$ cat src/rtl/stream_demux_pkg.sv
// stream_demux_pkg: slot state encodings and counter width shared by the stream_demux files.
package stream_demux_pkg;
    typedef enum logic {EMPTY = 1'b0, FULL = 1'b1} slot_state_t;
    localparam int XFER_CNT_W = 8;
endpackage

$ cat src/rtl/demux_slot.sv
// demux_slot: one-word holding register with a valid/ready output handshake.
module demux_slot
    import stream_demux_pkg::*;
#(
    parameter int WIDTH = 8
) (
    input  logic             clk,
    input  logic             reset,
    input  logic             load,
    input  logic             ready,
    input  logic [WIDTH-1:0] din,
    output logic             valid,
    output logic [WIDTH-1:0] data
);
    slot_state_t state, state_nxt;

    always_ff @(posedge clk or posedge reset) begin
        if (reset) state <= EMPTY;
        else       state <= state_nxt;
    end

    // A load wins over a drain, so consume-and-reload in one cycle stays FULL.
    always_comb begin
        state_nxt = load ? FULL : (state == FULL && ready) ? EMPTY : state;
    end

    always_ff @(posedge clk or posedge reset) begin
        if (reset)     data <= '0;
        else if (load) data <= din;
    end

    assign valid = (state == FULL);
endmodule

$ cat src/rtl/stream_demux.sv
// stream_demux: routes one valid/ready word stream to one of NOUT buffered channels.
// Define STREAM_DEMUX_COUNT_EN to add per-channel 8-bit handshake counters on xfer_count.
module stream_demux
    import stream_demux_pkg::*;
#(
    parameter int WIDTH = 8,
    parameter int NOUT  = 2,
    parameter int SELW  = 1
) (
    input  logic                  clk,
    input  logic                  reset,
    input  logic                  in_valid,
    output logic                  in_ready,
    input  logic [SELW-1:0]       in_sel,
    input  logic [WIDTH-1:0]      in_data,
    output logic [NOUT-1:0]       out_valid,
    input  logic [NOUT-1:0]       out_ready,
    output logic [NOUT*WIDTH-1:0] out_data
`ifdef STREAM_DEMUX_COUNT_EN
    ,
    output logic [NOUT*XFER_CNT_W-1:0] xfer_count
`endif
);
    logic [NOUT-1:0] load;

    assign in_ready = !out_valid[in_sel] || out_ready[in_sel];

    for (genvar k = 0; k < NOUT; k++) begin : g_slot
        assign load[k] = in_valid && in_ready && (in_sel == SELW'(k));
        demux_slot #(.WIDTH(WIDTH)) u_slot (
            .clk   (clk),
            .reset (reset),
            .load  (load[k]),
            .ready (out_ready[k]),
            .din   (in_data),
            .valid (out_valid[k]),
            .data  (out_data[k*WIDTH +: WIDTH])
        );
    end

`ifdef STREAM_DEMUX_COUNT_EN
    logic [XFER_CNT_W-1:0] cnt [NOUT];

    always_ff @(posedge clk or posedge reset) begin
        for (int i = 0; i < NOUT; i++) begin
            if (reset)        cnt[i] <= '0;
            else if (load[i]) cnt[i] <= cnt[i] + 1'b1;
        end
    end

    for (genvar k = 0; k < NOUT; k++) begin : g_cnt
        assign xfer_count[k*XFER_CNT_W +: XFER_CNT_W] = cnt[k];
    end
`endif
endmodule

$ cat config.mk
export PLATFORM = sky130hd
export DESIGN_NAME = stream_demux
export DESIGN_NICKNAME = d
export VERILOG_FILES = /design/src/rtl/stream_demux_pkg.sv /design/src/rtl/demux_slot.sv /design/src/rtl/stream_demux.sv
export SDC_FILE = /design/constraint.sdc
export NUM_CORES = 1
export LEC_CHECK = 0
export BUFFER_PORTS_ARGS = -buffer_cell sky130_fd_sc_hd__buf_2
export CAP_MARGIN = 20
export CORE_ASPECT_RATIO = 1.1
export CORE_MARGIN = 5
export CORE_UTILIZATION = 41
export CTS_BUF_LIST = sky130_fd_sc_hd__clkbuf_4
export CTS_CLUSTER_DIAMETER = 150
export CTS_CLUSTER_SIZE = 8
export DETAILED_ROUTE_END_ITERATION = 12
export GPL_TIMING_DRIVEN = 0
export PLACE_DENSITY = 0.74
export SKIP_CTS_REPAIR_TIMING = 1
export SLEW_MARGIN = 5
export SYNTH_ARGS = -nofsm -noshare
export SYNTH_HDL_FRONTEND = slang
export SYNTH_SLANG_ARGS = --single-unit
$ cat constraint.sdc
create_clock -name clk -period 1.36 [get_ports clk]
set_clock_uncertainty 0.05 [all_clocks]
set_input_delay 0.068 -clock clk [delete_from_list [all_inputs] [get_ports clk]]
set_output_delay 0.068 -clock clk [all_outputs]
set_load 0.01 [all_outputs]
==> results of run 1 <==
through the flow:
step                      worst slack [ps]  TNS (ps)  utilization
final                                 39.6         0        0.617
after global routing                 -20.6      -107        0.617
after CTS                             6.22         0        0.556
after detailed placement              14.5         0        0.541
after global placement                38.8         0        0.541
after floorplan                        108         0            -
flip-flops by register name (all words and copies together) (netlist names):
register	flops
g_slot.u_slot.data	16
g_slot.u_slot.valid	2
path summary, 6_finish.rpt:
kind | endpoint | cells after the start | startpoint
max | g_slot[1].u_slot.data[3]$_DFFE_PP0P_ | 5 | in_valid
min | g_slot[0].u_slot.valid$_DFFE_PP0P_ | 3 | in_sel
max reg2reg | g_slot[1].u_slot.data[3]$_DFFE_PP0P_ | 3 | g_slot[1].u_slot.valid$_DFFE_PP0P_
min reg2reg | g_slot[1].u_slot.data[2]$_DFFE_PP0P_ | 1 | g_slot[1].u_slot.data[2]$_DFFE_PP0P_
max in group asynchronous | g_slot[0].u_slot.valid$_DFFE_PP0P_ | 3 | reset
min in group asynchronous | g_slot[0].u_slot.data[7]$_DFFE_PP0P_ | 3 | reset
cell type report:
class	instances	area (um2)
buffer	3	35.0
clock buffer	3	22.5
clock inverter	1	3.75
fill	149	691
inverter	1	3.75
multi-input combinational	26	303
sequential	18	450
tap	18	22.5
timing repair buffer	43	270
cells in the mapped netlist:
| cell | count |
|---|---|
| buf_4 | 2 |
| nand2b_1 | 1 |
| and2b_2 | 1 |
| nor2b_4 | 1 |
| inv_1 | 1 |
| mux2_2 | 8 |
| nand2b_4 | 2 |
| mux2_4 | 8 |
| nand2_1 | 2 |
| nor2_8 | 1 |
| buf_12 | 1 |
| nor2_1 | 1 |
| a21oi_1 | 1 |
| dfrtp_1 | 18 |
kinds of logic after synthesis:
kind of cell | count (synthesis)
flops | 18
mux | 16
simple gates | 9
buf+inv | 4
compound gates | 1
power by group through the flow:
stage	clock, uW	combinational [uW]	sequential (uW)
floorplan	0	169	725
global route	307	404	687
CTS	270	357	674
global placement	0	348	679
detailed placement	0	356	683
finish	260	374	672
per-layer routing:
metal / vias to the layer above / share of wire / wire length, um / global-route usage
met4: 0 / 0.018 / 27 / 0.0749
met5: - / 0 / 0 / 0
met2: 19 / 0.49 / 748 / 0.165
met3: 2 / 0.083 / 126 / 0.0295
met1: 245 / 0.41 / 618 / 0.137
li1: 258 / - / - / -
worst max-delay path: stages:
cell	delay (ps)
dlygate4sd3_1	530
buf_2	130
nand2_1	140
nor2_8	210
mux2_2	360
==> flow_summary.ini, run 1 <==
[status]
status = completed

[yosys]
netlist_instances = 48
synth-simple-area-share = 0.111
synth_top_cell_by_area = dfrtp_1
ys_seq_elements = 18
syn_avg_cell_area_um2 = 16.5
synth_fa_ha_area_frac = 0
synth_top_family_by_area = multiplexers
ys_types = 14
netlist_top_cells_area = dfrtp_1 (57%), mux2_4 (15%), mux2_2 (11%)
syn_area_um2 = 792
syn_nets = 62
synth_xor_area_frac = 0
synth.area.mux_share = 0.265
synth-compound-area-share = 0.00632
ys_seq_area_frac = 0.569
synth_top_area_share = 0.569
yosysWarnings = 0

[setup_path]
crit_required_ps = 1480
r2r_slack_ps = 50
critPathMaxFanout = 8
cp-end-kind = register
cp-start-kind = input pin
crit_arrival_ps = 1450
critical_path_class = in2reg

[power]
p_switching_uw = 355
seqPwrFrac = 0.515
clockPowerShare = 0.199
power_leakage_uw = 0.000566
power_density_nw_per_um2 = 1180
ir_drop_mv = 0.569
combinationalPowerShare = 0.286
power.share.switching = 0.272
total_power_uw = 1310
power.internal_uw = 952

[timing]
setup_violations = 0
rsz0062_at_grt = yes
finalHoldViolations = 0
layout_min_cycle_time_ps = 1320
max_slew_margin = 0.571
drv_slew = 0
worst_pin_slew_ps = 643
max_freq_mhz = 757
whs_ps = 59.2
period_share = 0.971

[routing]
postRouteAntennaNets = 0
wirelength_mm = 1.52
drtIter0Drc = 5
post_drt_wl_per_cell_um = 13.5
dr.pass1.iters = 3
drc = 0
num_vias = 524
via_per_inst = 4.64

[grt]
grt.total_usage = 0.111
grt_max_degree = 19
grt_pass1_wl_mm = 2.37
antenna_found_initial = 0
grt_pass1_vias = 530
grt_overflow = 0

[place]
dp_cells = 98
portBuffers = 32
place_congestion = 0.657
detailed_place.area_um2 = 975

[finish]
fin_cells = 113
areaGrowthSynthToFinish_pct = 40.3
drive_gt1_frac = 0.621
design_area_um2 = 1110
antenna_cells = 0
layout_common_cells = buf_2 (32), dfrtp_1 (18), dlygate4sd3_1 (11), mux2_2 (8), mux2_4 (8)
layout_commonest_cell = buf_2
nNetsFinal = 110

[flow_run]
max_cap_viol_count = 0

[floorplanning]
die_area_um2 = 2910
core-area_um2 = 1800
io_pins = 33
start_util = 0.440
die_h_um = 56.1
fp.dieW_um = 51.9
rows = 16

[clock_tree]
clock_latency_ps = 280
cts_tree = yes
clock_path_buffers = 2
ctsRootBufferMaster = clkbuf_4
cts.clk_slew.worst_paths_ps = 100
htree_num_levels = 1
cts_buffers = 3
cts_sinks = 18

[worst_hold_path]
hold_class = in2reg
Power figures use the tool's default switching activity.
==> run 2, diff against run 1 <==
--- a/config.mk
+++ b/config.mk
@@ -7,10 +7,9 @@
 export LEC_CHECK = 0
 export BUFFER_PORTS_ARGS = -buffer_cell sky130_fd_sc_hd__buf_2
 export CAP_MARGIN = 20
-export CORE_ASPECT_RATIO = 1.1
 export CORE_MARGIN = 5
 export CORE_UTILIZATION = 41
-export CTS_BUF_LIST = sky130_fd_sc_hd__clkbuf_4
+export CTS_BUF_LIST = sky130_fd_sc_hd__clkbuf_8
 export CTS_CLUSTER_DIAMETER = 150
 export CTS_CLUSTER_SIZE = 8
 export DETAILED_ROUTE_END_ITERATION = 12
==> run 2 against run 1 <==
  * Die area is essentially flat
  * First-iteration DRC count is 80% lower
  * Clock-buffer cell count is 1 higher
  * Utilization is 2.9 points lower
  * Largest power group unchanged
  * Routed wire length shrank 5.5%
  * Clock power increased by 59%
  * Total power grew 10%
  * Non-clock buffer count is 10 lower
==> flow_summary.ini, run 2 (synthesis gave the netlist of run 1 again) <==
[status]
status = completed

[routing]
m1WireLength_um = 609
wl_met3_um = 126
post_drt_wl_per_cell_um = 13.1
drtIter0Drc = 1
num_vias = 491
dr.max_layer_used = met3
via_per_inst = 4.46
wirelength_mm = 1.44
drc = 0
wl_met2_um = 700
postRouteAntennaNets = 0
dr.pass1.iters = 2

[grt]
grt_max_degree = 19
grt_pass1_vias = 503
antenna_found_initial = 0
grt_pass1_wl_mm = 2.25
grt.total_usage = 0.111
grt_overflow = 0

[setup_path]
critPathMaxFanout = 8
crit_required_ps = 1440
crit_path_cell_trace = and2b_2, nor2_8, mux2_2
cp-start-kind = register
slowest_delay_ps = 370
slowest_stage = dfrtp_1
cp-end-kind = register
critical_path_class = reg2reg
crit_arrival_ps = 1400

[power]
total_power_uw = 1440
power_leakage_uw = 0.000538
power_density_nw_per_um2 = 1370
ir_drop_mv = 0.659

[timing]
drv_slew = 0
layout_min_cycle_time_ps = 1320
worst_pin_slew_ps = 646
whs_ps = 16.4
period_share = 0.973
setup_violations = 0
rsz0062_at_grt = yes
finalHoldViolations = 0
max_freq_mhz = 756
max_slew_margin = 0.569

[clock_tree]
clock_path_buffers = 2
cts_buffers = 3
cts_tree = yes
cts_sinks = 18
htree_num_levels = 1
clock_latency_ps = 240
ctsRootBufferMaster = clkbuf_8
cts.clk_slew.worst_paths_ps = 60

[place]
place_congestion = 0.628
portBuffers = 32
detailed_place.area_um2 = 983
dp_cells = 105

[flow_run]
max_cap_viol_count = 0

[floorplanning]
die_h_um = 54.0
core-area_um2 = 1780
fp.dieW_um = 54.0
rows = 15
die_area_um2 = 2910
io_pins = 33
start_util = 0.444

[finish]
final_util = 0.588
layout_common_cells = buf_2 (32), dfrtp_1 (18), mux2_2 (8), mux2_4 (8), clkbuf_8 (4)
drive_gt1_frac = 0.706
design_area_um2 = 1050
fin_cells = 110
areaGrowthSynthToFinish_pct = 32.4
nNetsFinal = 100
antenna_cells = 0
largest_reg_flops = 16
layout_commonest_cell = buf_2
top_register = g_slot.u_slot.data

[worst_hold_path]
hold_class = in2reg
==> run 2: worst paths after layout <==
| path | startpoint | endpoint | slack (ps) | cells past startpoint |
|---|---|---|---|---|
| max | g_slot[1].u_slot.valid$_DFFE_PP0P_ | g_slot[1].u_slot.data[3]$_DFFE_PP0P_ | 40 | 3 |
| min | in_data[2] | g_slot[0].u_slot.data[2]$_DFFE_PP0P_ | 20 | 2 |
| max reg2reg | g_slot[1].u_slot.valid$_DFFE_PP0P_ | g_slot[1].u_slot.data[3]$_DFFE_PP0P_ | 40 | 3 |
| min reg2reg | g_slot[1].u_slot.data[4]$_DFFE_PP0P_ | g_slot[1].u_slot.data[4]$_DFFE_PP0P_ | 450 | 1 |
| max in group asynchronous | reset | g_slot[0].u_slot.data[1]$_DFFE_PP0P_ | 440 | 3 |
| min in group asynchronous | reset | g_slot[1].u_slot.data[5]$_DFFE_PP0P_ | 400 | 3 |
==> run 2: layer usage <==
| metal | track usage | up-vias |
|---|---|---|
| met5 | 0 | - |
| met2 | 0.188 | 21 |
| met4 | 0.0383 | 0 |
| met3 | 0.0388 | 0 |
| li1 | - | 239 |
| met1 | 0.130 | 231 |
==> run 2: stage by stage <==
stage | setup TNS [ps] | setup slack (ps)
global placement | 0 | 28.3
detailed placement | 0 | 8.53
global route | -133 | -28.7
floorplan | 0 | 108
CTS | -1.18 | -1.18
finish | 0 | 37.0
==> run 2: layout make-up <==
type / instances / area (um2)
timing repair buffer: 33 / 170
clock buffer: 4 / 55.1
inverter: 1 / 3.75
tap: 25 / 31.3
fill: 153 / 734
multi-input combinational: 26 / 303
sequential: 18 / 450
buffer: 3 / 35.0
==> run 2: power by group <==
part | leakage, uW | switching (uW) | internal (uW)
logic | 0.000297 | 151 | 200
clock network | 0.0000288 | 158 | 256
registers | 0.000212 | 45.5 | 628
==> run 2: worst max-delay path, delay by kind of cell (launching register included) <==
kind | cells | cell delay [ps]
muxes | 1 | 360
DFF | 1 | 370
and+or+nand+nor | 2 | 420
